<file path="src/rtl/frame_write_arbiter.sv">
// Arbitrates paint writes and full-frame clear sweeps onto one shared frame
// memory port, writing only while the panel is blanked.
module frame_write_arbiter #(
  parameter int ADDR_W    = 11,
  parameter int DATA_W    = 12,
  parameter int LAST_ADDR = 2047
) (
  input  logic              clk,
  input  logic              reset,
  input  logic [ADDR_W-1:0] disp_addr,
  input  logic              disp_blank,
  input  logic              p_req,
  input  logic [ADDR_W-1:0] p_addr,
  input  logic              p_bank,
  input  logic [DATA_W-1:0] p_data,
  output logic              p_ack,
  input  logic              clr_start,
  input  logic [DATA_W-1:0] clr_color,
  output logic              clr_busy,
  output logic              clr_done,
  output logic [ADDR_W-1:0] mem_addr,
  output logic              mem_wr0,
  output logic              mem_wr1,
  output logic [DATA_W-1:0] mem_wdata
);

  typedef enum logic [1:0] {
    IDLE     = 2'd0,
    PAINT_WR = 2'd1,
    CLEAR    = 2'd2
  } state_t;

  localparam logic [ADDR_W-1:0] LAST_A = ADDR_W'(LAST_ADDR);

  state_t            state_q, state_d;
  logic [ADDR_W-1:0] addr_q, addr_d;
  logic              bank_q, bank_d;
  logic [DATA_W-1:0] data_q, data_d;
  logic [DATA_W-1:0] color_q, color_d;
  logic [ADDR_W-1:0] cnt_q, cnt_d;
  logic              busy_q, busy_d;
  logic              done_q, done_d;
  logic              clr_accept_s;
  logic              paint_grant_s;
  logic              clr_last_s;

  // busy_q doubles as "clear pending" while still in IDLE/PAINT_WR
  assign clr_accept_s  = clr_start && !busy_q;
  assign paint_grant_s = (state_q == IDLE) && !busy_q && !clr_start && disp_blank && p_req;
  assign clr_last_s    = (state_q == CLEAR) && disp_blank && (cnt_q == LAST_A);

  // State and datapath registers
  always_ff @(posedge clk or posedge reset) begin
    if (reset) begin
      state_q <= IDLE;
      addr_q  <= '0;
      bank_q  <= 1'b0;
      data_q  <= '0;
      color_q <= '0;
      cnt_q   <= '0;
      busy_q  <= 1'b0;
      done_q  <= 1'b0;
    end else begin
      state_q <= state_d;
      addr_q  <= addr_d;
      bank_q  <= bank_d;
      data_q  <= data_d;
      color_q <= color_d;
      cnt_q   <= cnt_d;
      busy_q  <= busy_d;
      done_q  <= done_d;
    end
  end

  // Next-state logic
  always_comb begin
    state_d = state_q;
    case (state_q)
      IDLE: begin
        if (busy_q || clr_start) begin
          state_d = CLEAR;
        end else if (disp_blank && p_req) begin
          state_d = PAINT_WR;
        end else begin
          state_d = IDLE;
        end
      end
      PAINT_WR: state_d = IDLE;
      CLEAR: begin
        if (clr_last_s) begin
          state_d = IDLE;
        end else begin
          state_d = CLEAR;
        end
      end
      default: state_d = IDLE;
    endcase
  end

  // Paint capture, clear colour latch and sweep counter
  always_comb begin
    addr_d  = addr_q;
    bank_d  = bank_q;
    data_d  = data_q;
    color_d = color_q;
    cnt_d   = cnt_q;
    busy_d  = busy_q;
    done_d  = 1'b0;
    if (paint_grant_s) begin
      addr_d = p_addr;
      bank_d = p_bank;
      data_d = p_data;
    end else begin
      addr_d = addr_q;
    end
    if (clr_accept_s) begin
      busy_d  = 1'b1;
      color_d = clr_color;
      cnt_d   = '0;
    end else if (clr_last_s) begin
      // Sweep ends here; the counter parks at zero rather than wrapping on
      busy_d = 1'b0;
      done_d = 1'b1;
      cnt_d  = '0;
    end else if ((state_q == CLEAR) && disp_blank) begin
      cnt_d = cnt_q + ADDR_W'(1);
    end else begin
      cnt_d = cnt_q;
    end
  end

  // Memory port and handshake outputs
  always_comb begin
    mem_addr  = disp_addr;
    mem_wr0   = 1'b0;
    mem_wr1   = 1'b0;
    mem_wdata = '0;
    p_ack     = 1'b0;
    case (state_q)
      PAINT_WR: begin
        mem_addr  = addr_q;
        mem_wr0   = !bank_q;
        mem_wr1   = bank_q;
        mem_wdata = data_q;
        p_ack     = 1'b1;
      end
      CLEAR: begin
        if (disp_blank) begin
          mem_addr  = cnt_q;
          mem_wr0   = 1'b1;
          mem_wr1   = 1'b1;
          mem_wdata = color_q;
        end else begin
          mem_addr  = disp_addr;
        end
      end
      default: begin
        mem_addr = disp_addr;
      end
    endcase
  end

  assign clr_busy = busy_q;
  assign clr_done = done_q;

endmodule

</file>
<file path="config.mk">
export PLATFORM = sky130hd
export DESIGN_NAME = frame_write_arbiter
export DESIGN_NICKNAME = d
export VERILOG_FILES = /design/src/rtl/frame_write_arbiter.sv
export SDC_FILE = /design/constraint.sdc
export NUM_CORES = 1
export LEC_CHECK = 0
export BUFFER_PORTS_ARGS = -buffer_cell sky130_fd_sc_hd__buf_4
export CAP_MARGIN = 20
export CORE_ASPECT_RATIO = 0.8
export CORE_MARGIN = 5
export CORE_UTILIZATION = 51
export CTS_CLUSTER_DIAMETER = 40
export CTS_CLUSTER_SIZE = 10
export DETAILED_ROUTE_END_ITERATION = 7
export PLACE_DENSITY = 0.79
export SYNTH_ARGS = -nofsm -noshare
export SYNTH_HDL_FRONTEND = slang
export SYNTH_SLANG_ARGS = --single-unit
export TNS_END_PERCENT = 100
</file>
<file path="constraint.sdc">
create_clock -name clk -period 2 [get_ports clk]
set_input_delay 0.4 -clock clk [delete_from_list [all_inputs] [get_ports clk]]
set_output_delay 0.4 -clock clk [all_outputs]
set_load 0.005 [all_outputs]
</file>
# Word level (Yosys, flattened, before mapping)

Cells that the tools add are included.

Register bits: 51
Input port bits: 52
Output and inout bits: 28
Word-level logic and storage cells: 46

Add/subtract/negate cells: 1
Equality and inequality tests: 3
Muxes and demuxes: 19
Reductions and logical operators: 15

Operators with widths:

| operator                                       | count |
|---|---|
| two-way mux 11 bit                             | 4 |
| one-hot mux 12 bit (2 select lines)            | 1 |
| one-hot mux 11 bit (2 select lines)            | 1 |
| two-way mux 12 bit                             | 1 |
| adder 11 x 1 -> 11 bit (second input constant) | 1 |
| == test 11 bit (second input constant)         | 1 |
| logical AND 1 bit                              | 8 |
| two-way mux 1 bit                              | 7 |
| two-way mux 2 bit                              | 2 |
| one-hot mux 1 bit (2 select lines)             | 2 |
| one-hot mux 2 bit (2 select lines)             | 1 |
| logical NOT 1 bit                              | 3 |
| nonzero test 3 bit                             | 1 |
| == test 2 x 1 -> 1 bit (second input constant) | 1 |
| == test 2 bit (second input constant)          | 1 |
| logical NOT 2 bit                              | 1 |
| nonzero test 2 bit                             | 1 |
| logical OR 1 bit                               | 1 |

# Depth between registers and ports, before layout

Word-level depth: 5
Mapped depth: 8
Mapped depth without buffers: 6

# Worst setup path before layout

OpenSTA, ideal clock, no wires.

Path kind: flip-flop to output port
Start point: register state_q[0]
End point: output mem_addr[0]
Data arrival time: 1481 ps
Data required time: 1600 ps
Slack: 119 ps
Cell stages (with the launch flop): 8
Path buffers: 2
Path through: dfrtp_1 inv_1 ha_1 buf_2 and2_1 clkbuf_1 a21oi_1 o21ai_0

Word-level cells in the longest chain between the ends: 2

RTL lines:

| item                                                           | RTL line | RTL |
|---|---|---|
| start: declaration                                             | 35       | `state_t state_q, state_d;` |
| start signal: assignment                                       | 64       | `state_q <= state_d;` |
| == test 2 bit / == test 2 x 1 -> 1 bit (equally long branches) | 139      | `case (state_q)` |
| one-hot mux 11 bit (2 select lines) *                          | 139      |  |
| end: declaration                                               | 21       | `output logic [ADDR_W-1:0] mem_addr,` |

Mark *: on every way between the ends. The rest lies on a longest branch, timed or not.

# Worst setup path in the final report

Start point: register state_q[1]
End point: output mem_addr[9]

The elaborated chain is that of the path after synthesis.

==> impl_metrics.toml <==
[status]
run_status = "complete, but fails checks"
failed_checks = "negative setup slack"

[timing]
final-hold-violation-count = 0
fin_crit_sh_pct = 106
transition_time_at_the_pin_with_the_least_slew_margin_ns = 0.459
finalWorstSetupSlack_ns = -0.110
final.min_clock_period_ns = 2.11
finalClockSkew_ns = 0.00705
finalSetupViolCount = 25
max_freq_ghz = 0.474
rsz_0062_raised_after_global_routing = "true"
max-slew-margin-rel_pct = 69.3
report.final.slew_viol_count = 0

[routing]
ant_nets = 0
detail_route.wirelength_mm = 6.73
first_pass_iters = 4
drcViolationCount = 0
wl_per_cell_um = 16.7
dr_total_vias = 2186
post_drt_via_cell_ratio = 5.44
drt_iter0_drc = 210

[placement]
globalplace.congestion = 0.913
hpwlAfterDp_mm = 4.70
dpl-instance-area_um2 = 3340
port_buffers = 79

[die]
floorplan.die_area_um2 = 6730
floorplan.initialDensity_pct = 52.8
core-area_um2 = 5010
die_height_um = 74.4
die_width_um = 90.5
floorplan.io_pins = 80
core.rowCount = 23

[synthesis]
main_area_contributors_after_synthesis = "sky130_fd_sc_hd__dfrtp_1, sky130_fd_sc_hd__mux2_2, sky130_fd_sc_hd__nor2b_1"
synth_nets = 314
synthesis.yosys.warnings = 0
netlist.area_leader.share_pct = 48.3
ys_seq_area_share_pct = 48.3
post_synth_instance_area_um2 = 2640
syn-mean-instance-area_um2 = 10.2
synth_seq_cells = 51
synth_top_area_cell = "sky130_fd_sc_hd__dfrtp_1"
yosys.cell_types.count = 26
postSynthCellCount = 258

[clock_network]
path_clk_slew_ns = 0.09
root_buffer = "sky130_fd_sc_hd__clkbuf_8"
cts_sinks = 51
worst_skew_pair.late_latency_ns = 0.30
number_of_h_tree_levels = 2
tritoncts = "yes"
numCtsBuffers = 5
max-clock-path-buffers = 2
cts.hold.buffers_added = 0

[grt]
grt_util_all_layers_pct = 19.3
antenna_found_initial = 0
globalRoute.totalOverflow = 0
grt_max_degree = 32
grt_pass1_vias = 2209
grt_pass1_wl_mm = 10.5

[critical_path]
critPathRequiredTime_ns = 1.60
crit_type = "register to primary output"
worst_setup_path_end_kind = "primary output"
max_stage_delay_ns = 0.42
path_cells = "inv_2, ha_4, and2_4, clkbuf_16, a21oi_2, o21ai_1, buf_4"
timing.critical_path.buf_inv = 3
critPathMaxFanout = 5
cp.arrival_ns = 1.71
critical_path.slowest_cell = "sky130_fd_sc_hd__dfrtp_1"
cpLargestDelayFamily = "flip-flops"
cp-start-kind = "register"

[finish]
finalInstanceArea_um2 = 3630
fin_nets = 395
syn_to_final_growth_pct = 37.5
post_route_cells_drive_above_1_share_pct = 49.4
antenna_cells_inserted = 0

[flow_run]
timing.max_cap.violations = 0

[power]
max-vdd-ir-drop_mv = 0.535
power_w = 0.00325
powerDensity_nw_per_um2 = 893
power_leakage_nw = 1.76

[worst_hold_path]
timing.hold.worst.class = "primary input to asynchronous set/reset pin"
[cell usage in the layout (no fill, tap or decap), drive strengths merged, types with 4 or more instances in the layout]
| cell | count |
|---|---|
| clkbuf | 7 |
| o21ai | 23 |
| a21oi | 12 |
| ha | 4 |
| nor2b | 26 |
| mux2 | 36 |
| nor3 | 4 |
| dfrtp | 51 |
| xnor2 | 7 |
| nor2 | 14 |
| inv | 7 |
| nand2 | 26 |
| a22oi | 12 |
| buf | 90 |
| nand4 | 5 |
[layer usage]
metal  global-route usage, %  up-vias  wire, um
li1                        -     1046         -
met1                    25.7     1058      2880
met2                    32.0       76      3380
met3                    5.16        6       405
met4                    4.63        0        62
met5                       0        -         0
[cell families after synthesis]
logic type | share of synthesized area (%)
AO/OA/AOI/OAI | 10.7
AND/OR/NAND/NOR | 16.1
adder cells (fa/ha/maj) | 1.89
multiplexers | 15.7
XOR/XNOR | 3.31
buffers and inverters | 4.02
flip-flops | 48.3
[what timing repair did]
item	4_1_cts	5_1_grt
resized for setup	24	23
setup buffers	2	0
pin swaps	2	10
endpoints found under the setup margin	25	25
cloned	0	1
[worst paths after layout]
kind,to,cells after the start,slack [ns],from
hold reg to reg,addr_q[5]$_DFFE_PP0P_,1,0.51,addr_q[5]$_DFFE_PP0P_
min in group clk,color_q[4]$_DFFE_PP0P_,2,0.32,clr_color[4]
hold / removal,color_q[5]$_DFFE_PP0P_,2,0.10,reset
setup / recovery,mem_addr[9],7,-0.11,state_q[1]$_DFF_PP0_
max in group asynchronous,clr_busy$_DFFE_PP0P_,3,1.37,reset
setup reg to reg,cnt_q[3]$_DFFE_PP0P_,5,0.09,cnt_q[1]$_DFFE_PP0P_
[cell type report]
| type | count | area (um2) |
|---|---|---|
| tap | 62 | 77.6 |
| fill | 384 | 1370 |
| clock buffer | 6 | 82.6 |
| timing repair buffer | 91 | 754 |
| multi-input combinational | 183 | 1400 |
| clock inverter | 2 | 16.3 |
| sequential | 51 | 1280 |
| inverter | 7 | 26.3 |
[synth_stat cells]
| cell | number |
|---|---|
| sky130_fd_sc_hd__nor2b_1 | 26 |
| sky130_fd_sc_hd__nor2_1 | 14 |
| sky130_fd_sc_hd__mux2_2 | 36 |
| sky130_fd_sc_hd__a22oi_1 | 12 |
| sky130_fd_sc_hd__nor4_1 | 1 |
| sky130_fd_sc_hd__mux2i_1 | 1 |
| sky130_fd_sc_hd__nand3_1 | 1 |
| sky130_fd_sc_hd__inv_1 | 7 |
| sky130_fd_sc_hd__xnor2_1 | 7 |
| sky130_fd_sc_hd__buf_6 | 1 |
| sky130_fd_sc_hd__nand4_1 | 5 |
| sky130_fd_sc_hd__a21o_2 | 1 |
| sky130_fd_sc_hd__ha_1 | 4 |
| sky130_fd_sc_hd__a21oi_1 | 12 |
| sky130_fd_sc_hd__nand2_1 | 26 |
| sky130_fd_sc_hd__nor3_1 | 4 |
| sky130_fd_sc_hd__clkbuf_1 | 9 |
| sky130_fd_sc_hd__dfrtp_1 | 51 |
| sky130_fd_sc_hd__o21a_1 | 1 |
| sky130_fd_sc_hd__nand3_2 | 2 |
| sky130_fd_sc_hd__and2_1 | 2 |
| sky130_fd_sc_hd__nand2b_1 | 1 |
| sky130_fd_sc_hd__buf_2 | 7 |
| sky130_fd_sc_hd__xor2_1 | 3 |
| sky130_fd_sc_hd__o21ai_0 | 23 |
| sky130_fd_sc_hd__or4_4 | 1 |
[through the flow]
step / setup slack (ns) / TNS [ns] / utilization (%) / std cells / hold slack [ns]
after floorplan: 0.119 / 0 / - / 258 / 0.479
after detailed placement: 0.111 / 0 / 66.7 / 391 / 0.439
after CTS: -0.0951 / -2.01 / 70.4 / 401 / 0.103
final: -0.110 / -2.01 / 72.6 / 402 / 0.104
after global routing: -0.165 / -3.34 / 72.6 / 402 / 0.122
after global placement: 0.139 / 0 / 66.7 / 391 / 0.444
[registers in the layout, indices dropped and copies added, names as in the netlist]
name	count
clr_done	1
color_q	12
bank_q	1
state_q	2
cnt_q	11
data_q	12
clr_busy	1
addr_q	11
[power by group]
group / switching (W) / leakage (nW) / total (W) / internal, W
clock network: 0.000337 / 0.0474 / 0.000620 / 0.000283
registers: 0.000195 / 0.663 / 0.00142 / 0.00123
logic: 0.000516 / 1.05 / 0.00120 / 0.000687
Note: power is estimated with default switching activity, not from simulation.
